==> src/rtl/sync_group_randomizer.sv <==
// Transport-stream energy dispersal: a 15-stage PRBS (1+x^14+x^15) whitens packet payload in groups of
// GROUP_PKTS packets, with the group-start sync inverted as the receive-side alignment marker.
module sync_group_randomizer #(
    parameter int          GROUP_PKTS = 8,
    parameter int          PKT_LEN    = 188,
    parameter logic [14:0] INIT_SEED  = 15'b000000010101001
) (
    input  logic       iClk,
    input  logic       iClrn,
    input  logic       iValid,
    input  logic [7:0] iData,
    input  logic       iPSync,
    input  logic       iCheck,
    input  logic       iMode,
    input  logic       iBypass,
    output logic [7:0] oData,
    output logic       oValid,
    output logic       oPSync,
    output logic       oCheck,
    output logic       oGroupStart,
    output logic       oSyncErr
);

    localparam logic [7:0] LAST_BYTE = 8'(PKT_LEN - 1);
    localparam logic [3:0] LAST_PKT  = 4'(GROUP_PKTS - 1);
    localparam logic [7:0] GS_MARK   = 8'hB8;

    // Eight generator steps at once; bits come out MSB first.
    function automatic logic [7:0] keystream(input logic [15:1] s);
        return s[15:8] ^ s[14:7];
    endfunction

    logic [15:1] prbs, prbs_nxt;
    logic [7:0]  byte_cnt, byte_nxt;
    logic [3:0]  pkt_cnt, pkt_nxt;
    logic [7:0]  data_p1, data_nxt;
    logic        vld_p1, psync_p1, check_p1, gstart_p1, err_p1;
    logic        gstart_nxt, err_nxt;

    logic [7:0]  ks;
    logic        is_sync, flywheel, realign, gs_pos, force_gs, group_start, gs_miss;

    always_comb begin
        ks          = keystream(prbs);
        flywheel    = (byte_cnt == 8'd0) && !iPSync;
        realign     = iPSync && (byte_cnt != 8'd0);
        is_sync     = iPSync || (byte_cnt == 8'd0);
        gs_pos      = (pkt_cnt == 4'd0);
        // The receiver trusts an inverted sync over its own packet count.
        force_gs    = iMode && (iData == GS_MARK);
        group_start = is_sync && (iMode ? force_gs : gs_pos);
        gs_miss     = is_sync && iMode && gs_pos && !force_gs;
    end

    always_comb begin
        prbs_nxt   = prbs;
        byte_nxt   = byte_cnt;
        pkt_nxt    = pkt_cnt;
        data_nxt   = data_p1;
        gstart_nxt = 1'b0;
        err_nxt    = 1'b0;
        if (iValid) begin
            if (iCheck) begin
                data_nxt = 8'h00;
            end else begin
                if (is_sync) begin
                    byte_nxt = 8'd1;
                end else if (byte_cnt == LAST_BYTE) begin
                    byte_nxt = 8'd0;
                end else begin
                    byte_nxt = byte_cnt + 8'd1;
                end
                err_nxt = flywheel || realign || gs_miss;
                if (group_start) begin
                    prbs_nxt   = INIT_SEED;
                    pkt_nxt    = 4'd1;
                    gstart_nxt = 1'b1;
                    data_nxt   = ~iData;
                end else begin
                    prbs_nxt = {prbs[7:1], ks};
                    data_nxt = is_sync ? iData : (iData ^ ks);
                    if (is_sync) begin
                        pkt_nxt = (pkt_cnt == LAST_PKT) ? 4'd0 : pkt_cnt + 4'd1;
                    end
                end
                if (iBypass) begin
                    data_nxt = iData;
                end
            end
        end
    end

    // Stage p1: single register stage between input byte and output byte.
    always_ff @(posedge iClk or negedge iClrn) begin
        if (!iClrn) begin
            prbs      <= INIT_SEED;
            byte_cnt  <= 8'd0;
            pkt_cnt   <= 4'd0;
            data_p1   <= 8'h00;
            vld_p1    <= 1'b0;
            psync_p1  <= 1'b0;
            check_p1  <= 1'b0;
            gstart_p1 <= 1'b0;
            err_p1    <= 1'b0;
        end else begin
            prbs      <= prbs_nxt;
            byte_cnt  <= byte_nxt;
            pkt_cnt   <= pkt_nxt;
            data_p1   <= data_nxt;
            vld_p1    <= iValid;
            psync_p1  <= iValid && iPSync;
            check_p1  <= iValid && iCheck;
            gstart_p1 <= gstart_nxt;
            err_p1    <= err_nxt;
        end
    end

    assign oData       = data_p1;
    assign oValid      = vld_p1;
    assign oPSync      = psync_p1;
    assign oCheck      = check_p1;
    assign oGroupStart = gstart_p1;
    assign oSyncErr    = err_p1;

endmodule

==> config.mk <==
export PLATFORM = sky130hd
export DESIGN_NAME = sync_group_randomizer
export DESIGN_NICKNAME = d
export VERILOG_FILES = /design/src/rtl/sync_group_randomizer.sv
export SDC_FILE = /design/constraint.sdc
export NUM_CORES = 1
export LEC_CHECK = 0
export ABC_AREA = 1
export CORE_MARGIN = 1
export CORE_UTILIZATION = 59
export CTS_CLUSTER_DIAMETER = 60
export DETAILED_ROUTE_END_ITERATION = 10
export PLACE_DENSITY = 0.94
export SLEW_MARGIN = 20
export SYNTH_ARGS = -nofsm -noshare
export SYNTH_HDL_FRONTEND = slang
export SYNTH_SLANG_ARGS = --single-unit
==> constraint.sdc <==
create_clock -name iClk -period 3.2 [get_ports iClk]
set_input_delay 0.48 -clock iClk [delete_from_list [all_inputs] [get_ports iClk]]
set_output_delay 0.48 -clock iClk [all_outputs]
set_load 0.01 [all_outputs]
==> results.yml, run 1 <==
status:
  outcome: "complete, no violations"
synthesis:
  synth_top_cell_by_area: "dfrtp_1"
  yosysSeqAreaShare: 0.4794
  synth_top_area_share: 0.4293
  synth_area_per_cell_um2: 7.829
  synth_nets: 288
  yosys_warnings: 0
  synthCells: 268
  yosys-top-cells-area: "dfrtp_1 (43%), nand2_1 (17%), nand3_1 (8.6%)"
  syn_area_um2: 2098
  ys_seq_elements: 40
  synth_cell_type_count: 26
clock_network:
  clk_latency_ns: 0.35
  clock-sinks: 40
  cts_setup_buffers: 0
  cts_resized: 0
  numCtsBuffers: 5
  cts_buffer_depth: 2
  h-tree-depth: 2
  cts.hold.buffers_added: 0
  clk_pin_slew_ns: 0.11
  cts_root_buffer: "clkbuf_4"
  tritoncts: "built"
global_route:
  overflow: 0
  grt_pass1_wl_mm: 7.224
  grt_pass1_vias: 1656
  grt_max_degree: 41
  grtUsageTotal: 0.2678
  antenna_found_initial: 0
power:
  total_power_mw: 1.586
  vdd_drop_max_uv: 343.8
  power_per_cell_area_nw_per_um2: 651.0
  power.leakage_nw: 1.253
floorplanning:
  dieHeight_um: 61.64
  ios: 28
  core_um2: 3363
  rows: 21
  die_x_um: 61.64
  initial_core_util: 0.6239
  dieArea_um2: 3799
placed_design:
  place_inst: 333
  gp_congestion: 0.8056
  io_buffer_count: 27
  dpl.hpwl_mm: 3.085
setup_path:
  cpPeakStageDelay_ns: 0.46
  worstPathRequired_ns: 3.45
  worstSetupPathType: "flip-flop to flip-flop"
  r2r-start: "byte_cnt[4]"
  cpMaxStageDelayCell: "dfrtp_1"
  critPathMaxFanout: 28
  startpoint: "byte_cnt[4]"
  cp_common_cell: "nand3_1"
  path_cells: "nor4_1, nand3_1, ha_1, a21oi_1, nand2_2, nand2_1, nand3_1, nand3_1, nand2_1"
  crit_path_end_kind: "flip-flop"
  crit_path_start_kind: "flip-flop"
  cp.arrival_ns: 2.64
timing:
  worst_pin_slew_ns: 0.8709
  hold_violations: 0
  layout_min_cycle_time_ns: 2.385
  setup_viol: 0
  rsz0062_at_grt: "false"
  relSlewSlack: 0.4194
  drv_slew: 0
  tns_ns: 0
  finClkSkew_ns: 0.004199
  clock.fmax_mhz: 419.3
  min_period_over_period: 0.7453
job:
  drv_cap: 0
drt:
  routed_wl_mm: 4.505
  dr_total_vias: 1803
  wl_met2_mm: 2.167
  route.top_layer_used: "met4"
  drt-met1-wl_mm: 2.048
  drc_errors: 0
  drt_iter0_drc: 158
  firstDrtPassIters: 4
  wl_per_cell_um: 13.21
  postRouteAntennaNets: 0
  met3_length_um: 208
  vias_per_cell: 5.287
min_path:
  hold_class: "input pin to async pin"
finish:
  layout_common_cells: "nand2_1 (93), nand3_1 (36), dfrtp_1 (36)"
  fillers: 251
  areaGrowthSynthToFinish_pct: 16.10
  diodes: 0
  final_cells: 341
  register_area_um2: 1006
  multi_input_area_um2: 947.2
  nets: 314
  final_common_cell: "nand2_1"
  drive_gt1_frac: 0.06102
[sequential cells by signal (all words and copies together) (netlist names)]
register     cells
prbs            15
oCheck           1
oPSync           1
pkt_cnt          4
oValid           1
byte_cnt         8
oData            8
oGroupStart      1
oSyncErr         1
[metrics by stage]
stage | hold slack [ns] | util | cell area (µm²) | setup slack (ns)
CTS | 0.2481 | 0.7243 | 2436 | 0.8363
floorplan | 0.1844 | - | 2098 | 1.528
finish | 0.2324 | 0.7243 | 2436 | 0.8150
global placement | 0.4611 | 0.7068 | 2377 | 0.8580
global route | 0.2717 | 0.7243 | 2436 | 0.5613
detailed placement | 0.4712 | 0.7068 | 2377 | 0.7594
[area by class of cell]
| type | count | share of cell area |
|---|---|---|
| tap | 46 | 0.02363 |
| clock buffer | 8 | 0.02414 |
| timing repair buffer | 27 | 0.1089 |
| multi-input combinational | 193 | 0.3888 |
| inverter | 27 | 0.04160 |
| sequential | 40 | 0.4129 |
[kinds of logic (layout without fill, tap and decap cells)]
group | Yosys count | in the layout | synth area share
simple gates | 159 | 159 | 0.3304
flops | 40 | 40 | 0.4794
xor+xnor | 11 | 11 | 0.04591
fa+ha+maj | 5 | 5 | 0.02982
buf+inv | 35 | 62 | 0.06917
compound gates | 18 | 18 | 0.04532
[metal layers]
layer	vias to the layer above	track usage
met3	7	0.06933
li1	896	-
met5	-	0
met4	0	0.1238
met1	854	0.3410
met2	46	0.4286
[cell usage after synthesis]
library cell,n
xor2_1,10
ha_1,5
nor2_2,1
o31ai_1,1
buf_2,5
nor2_8,1
o21ai_1,2
dfstp_2,4
inv_2,2
xnor2_1,1
o21ai_0,5
nand3_4,1
o211ai_1,1
nor3_1,1
dfrtp_1,36
nand2_1,93
nor4_1,1
nor2_1,21
nand4_1,2
nand3_1,36
buf_6,1
clkbuf_1,2
nand2_2,1
nor2_4,1
a21oi_1,9
inv_1,25
[report_power, final]
part	internal, mW	switching [mW]
Sequential	0.660	0.116
Combinational	0.220	0.324
Clock	0.108	0.157
Total	0.988	0.598
[critical path: cells and delay by family, from the launching register on]
| family | cells | cell delay, ns |
|---|---|---|
| and+or+nand+nor | 7 | 1.29 |
| DFF | 1 | 0.46 |
| adders and majority gates | 1 | 0.34 |
| AOI/OAI and AO/OA | 1 | 0.20 |
[path summary, 6_finish.rpt]
check                           cells after the start          end  slack (ns)
worst max-delay path                                9     oData[1]        0.82
worst min-delay path                                1  byte_cnt[1]        0.23
worst max register to register                      9     oData[1]        0.82
worst min register to register                      2      prbs[5]        0.49
max in group asynchronous                           1      prbs[9]        2.43
min in group iClk                                   2      prbs[5]        0.49
No activity file was read; power rests on OpenSTA's default activity.
==> inputs of run 2 (changes only) <==
Settings changed: CORE_UTILIZATION 59 to 54, PLACE_DENSITY 0.94 to 0.88.
Clock period 3.2 ns to 2.2 ns, I/O delays scaled along.
==> results.yml, run 2 (same netlist as run 1, synthesis figures left out) <==
placed_design:
  place_inst: 338
  place_area_um2: 2402
  gp_congestion: 0.8770
  place_ws_ns: 0.2545
  io_buffer_count: 27
  dpl.hpwl_mm: 2.889
clock_network:
  clock-sinks: 40
  numCtsBuffers: 5
  cts_setup_buffers: 0
  clk_latency_ns: 0.29
  cts_buffer_depth: 2
  tritoncts: "built"
  h-tree-depth: 2
  clk_pin_slew_ns: 0.07
  cts_root_buffer: "clkbuf_8"
global_route:
  gr-usage-met1: 0.3015
  antenna_found_initial: 0
  grt_max_degree: 41
  met3_usage: 0.05179
  busiest_layer: "met2"
  overflow: 0
  grt_pass1_wl_mm: 7.610
  grtUsageTotal: 0.2381
  use_met2: 0.3829
  grt_pass1_vias: 1756
power:
  power_per_cell_area_nw_per_um2: 969.9
  power.leakage_nw: 1.282
  vdd_drop_max_uv: 437.2
  total_power_mw: 2.424
min_path:
  hold_class: "input pin to async pin"
finish:
  layout_common_cells: "nand2_1 (93), nand3_1 (36), dfrtp_1 (36)"
  drive_gt1_frac: 0.07383
  nets: 317
  final_cells: 346
  largest_reg_flops: 15
  stdcell_area_um2: 2499
  final_common_cell: "nand2_1"
  diodes: 0
  regMostFlops: "prbs"
  areaGrowthSynthToFinish_pct: 19.08
  fillers: 281
floorplanning:
  die_x_um: 64.34
  rows: 22
  dieArea_um2: 4139
  dieHeight_um: 64.34
  ios: 28
  initial_core_util: 0.5689
  core_um2: 3689
setup_path:
  critPathMaxFanout: 13
  r2r.worst_path.cells: 9
  worstSetupPathType: "flip-flop to flip-flop"
  cp.arrival_ns: 2.14
  reg2reg_to: "oData[2]"
  rrSetupSlack_ns: 0.24
  crit_path_start_kind: "flip-flop"
  crit_path_end_kind: "flip-flop"
  worstPathRequired_ns: 2.38
  r2r-start: "byte_cnt[4]"
drt:
  firstDrtPassIters: 6
  routed_wl_mm: 4.428
  dr_total_vias: 1826
  drc_errors: 0
  wl_per_cell_um: 12.80
  drt_iter0_drc: 265
  vias_per_cell: 5.277
  postRouteAntennaNets: 0
timing:
  rsz0062_at_grt: "false"
  layout_min_cycle_time_ns: 1.956
  min_period_over_period: 0.8892
  layout_setup_ws_ns: 0.2439
  relSlewSlack: 0.4279
  worst_pin_slew_ns: 0.8582
  clock.fmax_mhz: 511.2
  finClkSkew_ns: 0.002834
  tns_ns: 0
  setup_viol: 0
  hold_violations: 0
  drv_slew: 0
job:
  drv_cap: 0
status:
  outcome: "complete, no violations"
==> run 2: cell count changes in the layout (fill, tap and decap cells not counted), sizes merged <==
cell and change:
buf +3
==> run 2: where the power goes <==
group          switching (mW)  internal, mW  total, mW
Combinational           0.469         0.330      0.799
Clock                   0.238         0.256      0.494
Sequential              0.169         0.962       1.13
Total                   0.876          1.55       2.42
==> run 2: worst max-delay path by stage <==
stage / to / cells past startpoint / startpoint
after global placement: prbs[12] / 8 / iPSync
final: oData[2] / 9 / byte_cnt[4]
after CTS: oData[2] / 9 / byte_cnt[4]
after detailed placement: prbs[4] / 7 / byte_cnt[4]
after floorplan: pkt_cnt[2] / 8 / byte_cnt[4]
after global routing: oData[3] / 10 / byte_cnt[4]
==> run 2: repair_timing <==
item	CTS	global route
setup endpoints to repair	0	2
hold buffers	0	0
resized for setup	0	1
==> run 2: metal layers <==
layer  part of all wire  routed length (µm)
met5                  0                   0
met4              0.030                 133
met3              0.062                 275
met2               0.47                2074
met1               0.44                1945
==> run 2: critical path: stages, from the launching register on <==
cell and delay [ns]:
dfrtp_1 0.46, nor4_2 0.30, nand3_1 0.10, ha_1 0.23, a21oi_1 0.15, nand2_2 0.18, nand2_1 0.15, nand3_1 0.09
nand3_1 0.12, nand2_1 0.06
==> run 2: through the flow <==
step / hold WS (ns) / utilization
floorplan: 0.03441 / -
global placement: 0.4614 / 0.6513
detailed placement: 0.4647 / 0.6513
CTS: 0.1803 / 0.6757
global route: 0.2217 / 0.6774
finish: 0.1461 / 0.6774
==> run 2: area by class of cell <==
cell class	instances	area, µm²	share of cell area
repair buffers	30	287.8	0.1152
clock buffers	8	90.09	0.03605
multi-input cells	193	953.4	0.3816
flip-flops and latches	40	1006	0.4026
inverters	27	101.3	0.04056
well taps	48	60.06	0.02404
